[config.mk]
export PLATFORM = sky130hd
export DESIGN_NAME = stage_m
export DESIGN_NICKNAME = d
export VERILOG_FILES = /design/src/rtl/stage_m.sv
export SDC_FILE = /design/constraint.sdc
export NUM_CORES = 1
export LEC_CHECK = 0
export CORE_UTILIZATION = 44
export CTS_BUF_LIST = sky130_fd_sc_hd__clkbuf_4
export DETAILED_ROUTE_END_ITERATION = 6
export GPL_ROUTABILITY_DRIVEN = 1
export GPL_TIMING_DRIVEN = 1
export PLACE_DENSITY = 0.83
export RECOVER_POWER = 100
export SYNTH_ARGS = -nofsm -noshare
export SYNTH_HDL_FRONTEND = slang
export SYNTH_SLANG_ARGS = --single-unit
[constraint.sdc]
create_clock -name clk -period 2.13 [get_ports clk]
set_clock_uncertainty 0.1 [all_clocks]
set_input_delay 0.5325 -clock clk [delete_from_list [all_inputs] [get_ports clk]]
set_output_delay 0.5325 -clock clk [all_outputs]
set_load 0.01 [all_outputs]
[src/rtl/stage_m.sv]
// stage_m: memory stage of the combined ARM/RISC-V pipeline.
// Holds the E/M pipeline register, runs a single-outstanding req/ack data
// bus with byte-lane enables and store-data replication, and extends load
// data for writeback.
// Optional build macro: LSU_TIMEOUT_EN adds a bus-wait timeout that aborts
// a stuck access after TIMEOUT_CYCLES wait cycles and pulses BusErrM.
module stage_m #(
  parameter int unsigned TIMEOUT_CYCLES = 255
) (
  input  logic        clk,
  input  logic        rst_n,
  // execute-stage inputs
  input  logic [31:0] ALUResultE,
  input  logic [31:0] WriteDataE,
  input  logic [4:0]  RdE,
  input  logic [31:0] PCPlus4E,
  input  logic [1:0]  ResultSrcE,
  input  logic        RegWriteE,
  input  logic        MemWriteE,
  input  logic [1:0]  MemSizeE,
  input  logic        MemSignedE,
  input  logic        armE,
  input  logic        FlushM,
  // pass-through to writeback / forwarding
  output logic [31:0] ALUResultM,
  output logic [4:0]  RdM,
  output logic [31:0] PCPlus4M,
  output logic [1:0]  ResultSrcM,
  output logic        RegWriteM,
  output logic        armM,
  output logic [31:0] ReadDataM,
  output logic        StallM,
  output logic        MisalignM,
  output logic        BusErrM,
  // data bus
  output logic        dreq,
  output logic        dwe,
  output logic [31:0] daddr,
  output logic [3:0]  dbe,
  output logic [31:0] dwdata,
  input  logic [31:0] drdata,
  input  logic        dack
);

  // E/M pipeline register contents
  typedef struct packed {
    logic [31:0] alu;
    logic [31:0] wdata;
    logic [4:0]  rd;
    logic [31:0] pc4;
    logic [1:0]  rsrc;
    logic        rw;
    logic        mw;
    logic [1:0]  size;
    logic        sgn;
    logic        arm;
  } em_t;

  typedef enum logic [1:0] {S_IDLE, S_REQ, S_RESP} state_t;

  // A timeout of zero cycles would abort before the bus is ever sampled.
  if (TIMEOUT_CYCLES < 1) begin : g_cfg_chk
    $error("stage_m: TIMEOUT_CYCLES must be at least 1");
  end

  // Half needs addr[0]==0, word needs addr[1:0]==0; bytes are always aligned.
  function automatic logic is_misaligned(input logic [1:0] size, input logic [1:0] lo);
    case (size)
      2'b00:   return 1'b0;
      2'b01:   return lo[0];
      default: return |lo;
    endcase
  endfunction

  em_t    em_q, em_d, em_in;
  state_t state_q, state_d;
  logic [31:0] rdata_q, rdata_d;

  logic memop_e, aligned_e, load_go;
  logic memop_m, mis_m;
  logic in_req, in_resp;
  logic timeout_hit;
  logic bus_err;
  logic [3:0]  be;
  logic [31:0] wd;
  logic [31:0] ext;
  logic [7:0]  byte_lane;
  logic [15:0] half_lane;

  assign em_in = '{alu:   ALUResultE,
                   wdata: WriteDataE,
                   rd:    RdE,
                   pc4:   PCPlus4E,
                   rsrc:  ResultSrcE,
                   rw:    RegWriteE,
                   mw:    MemWriteE,
                   size:  MemSizeE,
                   sgn:   MemSignedE,
                   arm:   armE};

  assign memop_e   = MemWriteE | (ResultSrcE == 2'b01);
  assign aligned_e = ~is_misaligned(MemSizeE, ALUResultE[1:0]);
  // an access starts only when an aligned memop is actually loaded (not flushed)
  assign load_go   = memop_e & aligned_e & ~FlushM;

  assign memop_m = em_q.mw | (em_q.rsrc == 2'b01);
  assign mis_m   = is_misaligned(em_q.size, em_q.alu[1:0]);
  assign in_req  = (state_q == S_REQ);
  assign in_resp = (state_q == S_RESP);

  // E/M register next value: flush beats hold, hold beats load
  always_comb begin
    em_d = em_q;
    if (FlushM)      em_d = '0;
    else if (!in_req) em_d = em_in;
  end

  // E/M register and FSM state
  always_ff @(posedge clk or negedge rst_n) begin
    if (!rst_n) begin
      em_q    <= '0;
      state_q <= S_IDLE;
      rdata_q <= '0;
    end else begin
      em_q    <= em_d;
      state_q <= state_d;
      rdata_q <= rdata_d;
    end
  end

  // FSM next state; flush in REQ is illegal but recovers to IDLE
  always_comb begin
    state_d = state_q;
    case (state_q)
      S_IDLE, S_RESP: state_d = load_go ? S_REQ : S_IDLE;
      S_REQ: begin
        if (FlushM)           state_d = S_IDLE;
        else if (dack)        state_d = S_RESP;
        else if (timeout_hit) state_d = S_RESP;
      end
      default: state_d = S_IDLE;
    endcase
  end

  // byte-lane enables for the access in M
  always_comb begin
    case (em_q.size)
      2'b00:   be = 4'b0001 << em_q.alu[1:0];
      2'b01:   be = 4'b0011 << {em_q.alu[1], 1'b0};
      default: be = 4'b1111;
    endcase
  end

  // store data replicated onto every lane it could land in
  always_comb begin
    case (em_q.size)
      2'b00:   wd = {4{em_q.wdata[7:0]}};
      2'b01:   wd = {2{em_q.wdata[15:0]}};
      default: wd = em_q.wdata;
    endcase
  end

  assign byte_lane = drdata[{em_q.alu[1:0], 3'b000} +: 8];
  assign half_lane = drdata[{em_q.alu[1], 4'b0000} +: 16];

  // pick the addressed lane and sign/zero-extend it
  always_comb begin
    case (em_q.size)
      2'b00:   ext = {{24{em_q.sgn & byte_lane[7]}}, byte_lane};
      2'b01:   ext = {{16{em_q.sgn & half_lane[15]}}, half_lane};
      default: ext = drdata;
    endcase
  end

  // load data captured on ack, zeroed on abort, held otherwise
  always_comb begin
    rdata_d = rdata_q;
    if (in_req && !FlushM) begin
      if (dack)             rdata_d = ext;
      else if (timeout_hit) rdata_d = '0;
    end
  end

`ifdef LSU_TIMEOUT_EN
  localparam int CNT_W = ($clog2(TIMEOUT_CYCLES + 1) > 8) ? $clog2(TIMEOUT_CYCLES + 1) : 8;
  localparam logic [CNT_W-1:0] CNT_LAST = CNT_W'(TIMEOUT_CYCLES - 1);

  logic [CNT_W-1:0] cnt_q, cnt_d;
  logic             err_q, err_d;

  // abort on the TIMEOUT_CYCLES-th consecutive wait cycle
  assign timeout_hit = in_req & ~dack & ~FlushM & (cnt_q == CNT_LAST);

  // wait counter is zero outside REQ, so it starts clean on every entry
  always_comb begin
    cnt_d = cnt_q;
    err_d = 1'b0;
    if (!in_req)   cnt_d = '0;
    else if (!dack) cnt_d = cnt_q + CNT_W'(1);
    if (timeout_hit) err_d = 1'b1;
  end

  // timeout counter and aborted-access flag
  always_ff @(posedge clk or negedge rst_n) begin
    if (!rst_n) begin
      cnt_q <= '0;
      err_q <= 1'b0;
    end else begin
      cnt_q <= cnt_d;
      err_q <= err_d;
    end
  end

  assign bus_err = in_resp & err_q;
`else
  assign timeout_hit = 1'b0;
  assign bus_err     = 1'b0;
`endif

  // bus drive; fields are gated so the bus is quiet when no request is up
  assign dreq   = in_req;
  assign dwe    = in_req & em_q.mw;
  assign daddr  = in_req ? {em_q.alu[31:2], 2'b00} : 32'h0;
  assign dbe    = in_req ? be : 4'b0000;
  assign dwdata = in_req ? wd : 32'h0;

  assign StallM    = in_req;
  assign MisalignM = memop_m & mis_m;
  assign BusErrM   = bus_err;
  assign ReadDataM = rdata_q;

  assign ALUResultM = em_q.alu;
  assign RdM        = em_q.rd;
  assign PCPlus4M   = em_q.pc4;
  assign ResultSrcM = em_q.rsrc;
  assign armM       = em_q.arm;
  // faulted ops must never write the register file
  assign RegWriteM  = em_q.rw & ~MisalignM & ~bus_err;

endmodule

==> results.json, run 1 <==
{
  "fp.dieW_um": 131,
  "worstPathRequired_ns": 1.50,
  "fin_area_um2": 11600,
  "rsz0062_at_grt": "true",
  "ir_worst_vdd_uv": 734,
  "hold_viol": 0,
  "reg2reg_to": "ReadDataM[12]$_DFFE_PN0P_",
  "via_count": 7722,
  "viasPerCell": 5.39,
  "crit_path_end": "dwdata[29]",
  "yosysWarningCount": 0,
  "layout_commonest_cell": "nand2_1",
  "worstSetupStartpoint": "em_q[2]$_DFFE_PN0P_",
  "critical-path-top-delay-family": "flip-flops",
  "nets": 1349,
  "syn_area_um2": 7360,
  "clk_pin_slew_worst_paths_ns": 0.12,
  "p_total_mw": 7.54,
  "clock_latency_ns": 0.53,
  "nFillCells": 1161,
  "cts_sinks": 143,
  "drcViolationCount": 0,
  "tightest_slew_ns": 1.19,
  "die_area_um2": 17200,
  "row_count": 46,
  "tns_ns": -13.84,
  "timing.final.ws_setup_ns": -0.315,
  "drt-initial-drc-count": 642,
  "final_util_pct": 72.3,
  "slew_headroom_pct": 20.6,
  "cp_num_buf_inv": 2,
  "place_ws_ns": -0.202,
  "wl_per_cell_um": 18.5,
  "clk_path_buf_depth": 2,
  "worstReg2RegStart": "state_q[1]$_DFFE_PN0P_",
  "status": "complete, but fails checks",
  "highest_layer": "met4",
  "maxCapViolCount": 0,
  "core_um2": 16100,
  "htreeDepth": 4,
  "whs_ns": 0.410,
  "drt_wl_total_um": 26500,
  "ff2ff_setup_slack_ns": -0.06,
  "postRouteAntennaNets": 0,
  "wl_met3_um": 2410,
  "powerDensity_nw_per_um2": 647,
  "ios": 323,
  "overflow": 0,
  "setup_viol": 81,
  "die_h_um": 131,
  "path_cells": "buf_12 -> mux2i_2 -> nor2_1 -> a21oi_1 -> nor2_1 -> buf_2",
  "yosysSeqAreaShare_pct": 48.6,
  "reg2reg_depth": 10,
  "grt_pass1_vias": 7414,
  "gp_routability_congestion": 0.872,
  "criticalPathCategory": "register to output pin",
  "wl_met1_um": 9990,
  "slew_viol_final": 0,
  "crit_path_top_delay_cell": "dfrtp_2",
  "area_delta_synth_final_pct": 58.2,
  "worst_hold_path_type": "primary input to register",
  "syn_inst": 900,
  "dp_hpwl_um": 16600,
  "dr_wl_met2_um": 12900,
  "violations": "setup timing",
  "crit_fanout": 8,
  "synth_cell_types": 34,
  "synth.avg_cell_area_um2": 8.18,
  "critPathLaunchType": "register",
  "antenna_found_initial": 1,
  "max_freq_mhz": 409,
  "final.min_clock_period_ns": 2.45,
  "cp.depth": 6,
  "dp_cells": 1344,
  "cts_root_buffer": "clkbuf_4",
  "numCtsBuffers": 17,
  "grt_pass1_wl_um": 39700,
  "async_reset_ff_share_pct": 100,
  "synthFlopType": "dfrtp_1",
  "start_util_pct": 45.7,
  "grt_usage_pct": 29.4,
  "synth_edf_count": 0,
  "layout_common_cells": "195 x nand2_1, 175 x a21oi_1, 142 x clkdlybuf4s50_1",
  "grt_max_degree": 111,
  "endpoint_kind": "output pin",
  "portBuffers": 319,
  "first_pass_iters": 5,
  "ys_ff_latch": 143,
  "cp.arrival_ns": 1.81,
  "drive_gt1_share_pct": 25.9,
  "min_period_over_period_pct": 115,
  "cts_tree": "yes",
  "instances_no_fill": 1433,
  "cpPeakStageDelay_ns": 0.45,
  "p_leak_nw": 6.02,
  "placed_area_um2": 10500,
  "cp_common_cell": "nor2_1"
}
[report_power, final]
part / internal, mW / switching (mW) / leakage (nW)
registers: 3.06 / 0.252 / 1.82
logic: 1.17 / 1.17 / 4.05
clock network: 0.809 / 1.07 / 0.152
[how the worst min path moves through the flow]
stage / from / endpoint / cells after the start
4_1_cts: rst_n / ReadDataM[11]$_DFFE_PN0P_ / 2
5_1_grt: ALUResultE[6] / ALUResultM[6]$_DFFE_PN0P_ / 3
6_report: FlushM / state_q[1]$_DFFE_PN0P_ / 3
3_5_place_dp: rst_n / ReadDataM[11]$_DFFE_PN0P_ / 1
3_3_place_gp: rst_n / ReadDataM[11]$_DFFE_PN0P_ / 1
2_1_floorplan: rst_n / ALUResultM[0]$_DFFE_PN0P_ / 0
[cells by family after synthesis]
logic type | share of synthesized area, %
AOI/OAI and AO/OA | 17.3
buffers and inverters | 13.5
DFF | 48.6
muxes | 3.71
other | 0.0510
and+or+nand+nor | 16.8
[state kept, by name, indices dropped and copies added, names as in the netlist]
name and cells:
em_q 37, armM 1, ReadDataM 32, ALUResultM 32
ResultSrcM 2, RdM 5, PCPlus4M 32, state_q 2
[what timing repair did]
item                                    4_1_cts  5_1_grt
endpoints found under the hold margin        79        0
cloned                                        6        3
endpoints found under the setup margin      178       99
hold buffers                                  1        0
gates resized for setup                     511      102
setup buffers                                33       16
pin swaps                                    15       29
[layout make-up]
class / instances / area (um^2) / area share (%)
tap: 216 / 270 / 2.32
sequential: 143 / 3580 / 30.8
clock inverter: 14 / 166 / 1.43
clock buffer: 17 / 128 / 1.10
multi-input combinational: 575 / 3210 / 27.5
timing repair buffer: 422 / 4110 / 35.3
inverter: 45 / 181 / 1.56
antenna: 1 / 2.50 / 0.0215
[cell usage after synthesis, types with 2 or more instances]
cell type	n	area share [%]
inv_1	44	2.2
buf_2	5	0.34
a22o_1	7	0.83
buf_6	2	0.31
mux2i_1	25	3.4
a211oi_1	7	0.71
a21oi_1	183	12
clkbuf_1	47	2.4
nand2_1	237	12
o21ai_0	5	0.34
nor2_1	65	3.3
a31oi_1	7	0.60
dfrtp_1	143	49
a221oi_1	7	0.83
nor2b_1	6	0.51
buf_1	11	0.56
a32oi_1	7	0.83
buf_4	75	7.7
nand3b_1	2	0.20
[routing by layer]
layer / vias to the layer above / GRT usage (%)
li1: 3489 / -
met2: 492 / 47.7
met1: 3642 / 36.1
met5: - / 0
met3: 99 / 9.49
met4: 0 / 11.8
[worst reg2reg max path, cell delays in order (launching register included)]
cell and delay, ns:
dfrtp_1 0.39, nand2b_4 0.19, clkinv_8 0.09, clkbuf_4 0.12, clkbuf_1 0.20, clkbuf_4 0.19
nand3b_1 0.15, inv_1 0.24, buf_4 0.25, nor2_1 0.08, a21oi_1 0.13
Note: power is estimated with default switching activity, not from simulation.
==> run 2, diff against run 1 <==
--- a/config.mk
+++ b/config.mk
@@ -5,12 +5,12 @@
 export SDC_FILE = /design/constraint.sdc
 export NUM_CORES = 1
 export LEC_CHECK = 0
-export CORE_UTILIZATION = 44
+export CORE_UTILIZATION = 38
 export CTS_BUF_LIST = sky130_fd_sc_hd__clkbuf_4
 export DETAILED_ROUTE_END_ITERATION = 6
 export GPL_ROUTABILITY_DRIVEN = 1
 export GPL_TIMING_DRIVEN = 1
-export PLACE_DENSITY = 0.83
+export PLACE_DENSITY = 0.74
 export RECOVER_POWER = 100
 export SYNTH_ARGS = -nofsm -noshare
 export SYNTH_HDL_FRONTEND = slang
==> results.json, run 2 (synthesis results as in run 1) <==
{
  "layout_common_cells": "188 x nand2_1, 170 x a21oi_1, 142 x dfrtp_1, 142 x clkdlybuf4s50_1, 104 x buf_4",
  "cp_common_cell": "buf_12",
  "worst_hold_path_type": "register to register",
  "core_um2": 18800,
  "criticalPathCategory": "register to output pin",
  "rsz0062_at_grt": "true",
  "cp_num_buf_inv": 5,
  "powerDensity_nw_per_um2": 633,
  "tightest_slew_ns": 1.43,
  "portBuffers": 319,
  "cp.arrival_ns": 1.80,
  "hold_viol": 0,
  "cpPeakStageDelay_ns": 0.44,
  "worstReg2RegStart": "state_q[1]$_DFFE_PN0P_",
  "viasPerCell": 5.07,
  "clk_path_buf_depth": 2,
  "drcViolationCount": 0,
  "min_period_over_period_pct": 114,
  "cts_sinks": 143,
  "fp.dieW_um": 141,
  "ios": 323,
  "drive_gt1_share_pct": 30.4,
  "endpoint_kind": "output pin",
  "overflow": 0,
  "crit_path_top_delay_cell": "dfrtp_1",
  "status": "complete, but fails checks",
  "tns_ns": -16.41,
  "die_area_um2": 19900,
  "critPathLaunchType": "register",
  "worstSetupStartpoint": "state_q[0]$_DFFE_PN0P_",
  "worstPathRequired_ns": 1.50,
  "final.min_clock_period_ns": 2.43,
  "instances_no_fill": 1529,
  "violations": "setup timing",
  "dp_cells": 1423,
  "cts_tree": "yes",
  "grt_usage_pct": 26.4,
  "maxCapViolCount": 0,
  "die_h_um": 141,
  "layout_commonest_cell": "nand2_1",
  "whs_ns": 0.389,
  "gp_routability_congestion": 0.900,
  "slew_viol_final": 0,
  "ir_worst_vdd_uv": 444,
  "busiest_layer": "met2",
  "hp-start": "ReadDataM[7]$_DFFE_PN0P_",
  "wl_per_cell_um": 18.0,
  "grt_pass1_wl_um": 40400,
  "placed_area_um2": 10800,
  "nFillCells": 1579,
  "timing.final.ws_setup_ns": -0.299,
  "max_freq_mhz": 412,
  "grt_max_degree": 111,
  "clk_pin_slew_worst_paths_ns": 0.14,
  "drt_wl_total_um": 27600,
  "grtUsageMet1_pct": 32.0,
  "dp_hpwl_um": 18200,
  "top_register": "em_q",
  "fin_area_um2": 12200,
  "via_count": 7751,
  "postRouteAntennaNets": 0,
  "largest_reg_flops": 37,
  "htreeDepth": 4,
  "area_delta_synth_final_pct": 66.3,
  "clock_latency_ns": 0.55,
  "crit_fanout": 6,
  "met3_usage_pct": 7.34,
  "antenna_found_initial": 3,
  "slew_headroom_pct": 4.90,
  "drt-initial-drc-count": 450,
  "numCtsBuffers": 17,
  "grt_pass1_vias": 7475,
  "met2_usage_pct": 44.7,
  "first_pass_iters": 7,
  "cts_root_buffer": "clkbuf_4",
  "path_cells": "nand2b_4 -> clkinv_8 -> buf_12 -> buf_12 -> nand2_4 -> inv_2 -> buf_6",
  "start_util_pct": 39.1,
  "row_count": 50,
  "p_leak_nw": 6.39,
  "setup_viol": 71,
  "nets": 1398,
  "critical-path-top-delay-family": "buffers and inverters"
}
run 2: what timing repair did:
action / in CTS / in global routing
endpoints found under the setup margin: 171 / 95
resized for setup: 522 / 127
endpoints found under the hold margin: 50 / 0
pin swaps: 25 / 40
buffers inserted: 40 / 22
hold buffers: 1 / 0
cloned: 4 / 7
run 2: stage by stage:
step	util (%)	total power, mW	worst slack (ns)
3_3_place_gp	57.4	5.61	-0.173
3_5_place_dp	57.4	5.65	-0.246
4_1_cts	61.4	7.59	-0.319
5_1_grt	65.0	8.11	-0.393
2_1_floorplan	-	4.32	0.110
6_report	65.0	7.75	-0.299
run 2: worst paths after layout:
path / cells after the start / slack (ns) / to
max: 7 / -0.30 / daddr[19]
min: 2 / 0.39 / ReadDataM[7]$_DFFE_PN0P_
max reg2reg: 10 / 0.02 / ReadDataM[14]$_DFFE_PN0P_
min reg2reg: 2 / 0.39 / ReadDataM[7]$_DFFE_PN0P_
max in group asynchronous: 3 / 0.16 / PCPlus4M[16]$_DFFE_PN0P_
min in group asynchronous: 2 / 0.73 / ReadDataM[18]$_DFFE_PN0P_
run 2: final cells by class:
class,count,area [um^2],area share [%]
repair buffers,471,4530,37.0
well taps,260,325,2.66
diodes,3,7.51,0.0613
inverters,45,186,1.52
flip-flops and latches,143,3580,29.2
clock inverters,15,184,1.50
clock buffers,17,128,1.04
repair inverters,1,11.3,0.0920
multi-input cells,574,3290,26.9
run 2: report_power, final:
part           switching (mW)  internal (mW)  total, mW  leakage [nW]
logic                    1.23           1.28       2.50          4.42
clock network            1.12          0.829       1.95         0.156
registers               0.231           3.06       3.30          1.82
total                    2.58           5.17       7.75          6.39
run 2: metal layers:
layer	part of all wire (%)	wire length (um)
met4	2.8	767
met3	8.6	2380
met1	38	10600
met5	0	0
met2	50	13800
run 2: worst min-delay path, stage by stage, from the launching register on:
cell and delay, ns:
dfrtp_1 0.36, nand2_1 0.04, o21ai_0 0.06
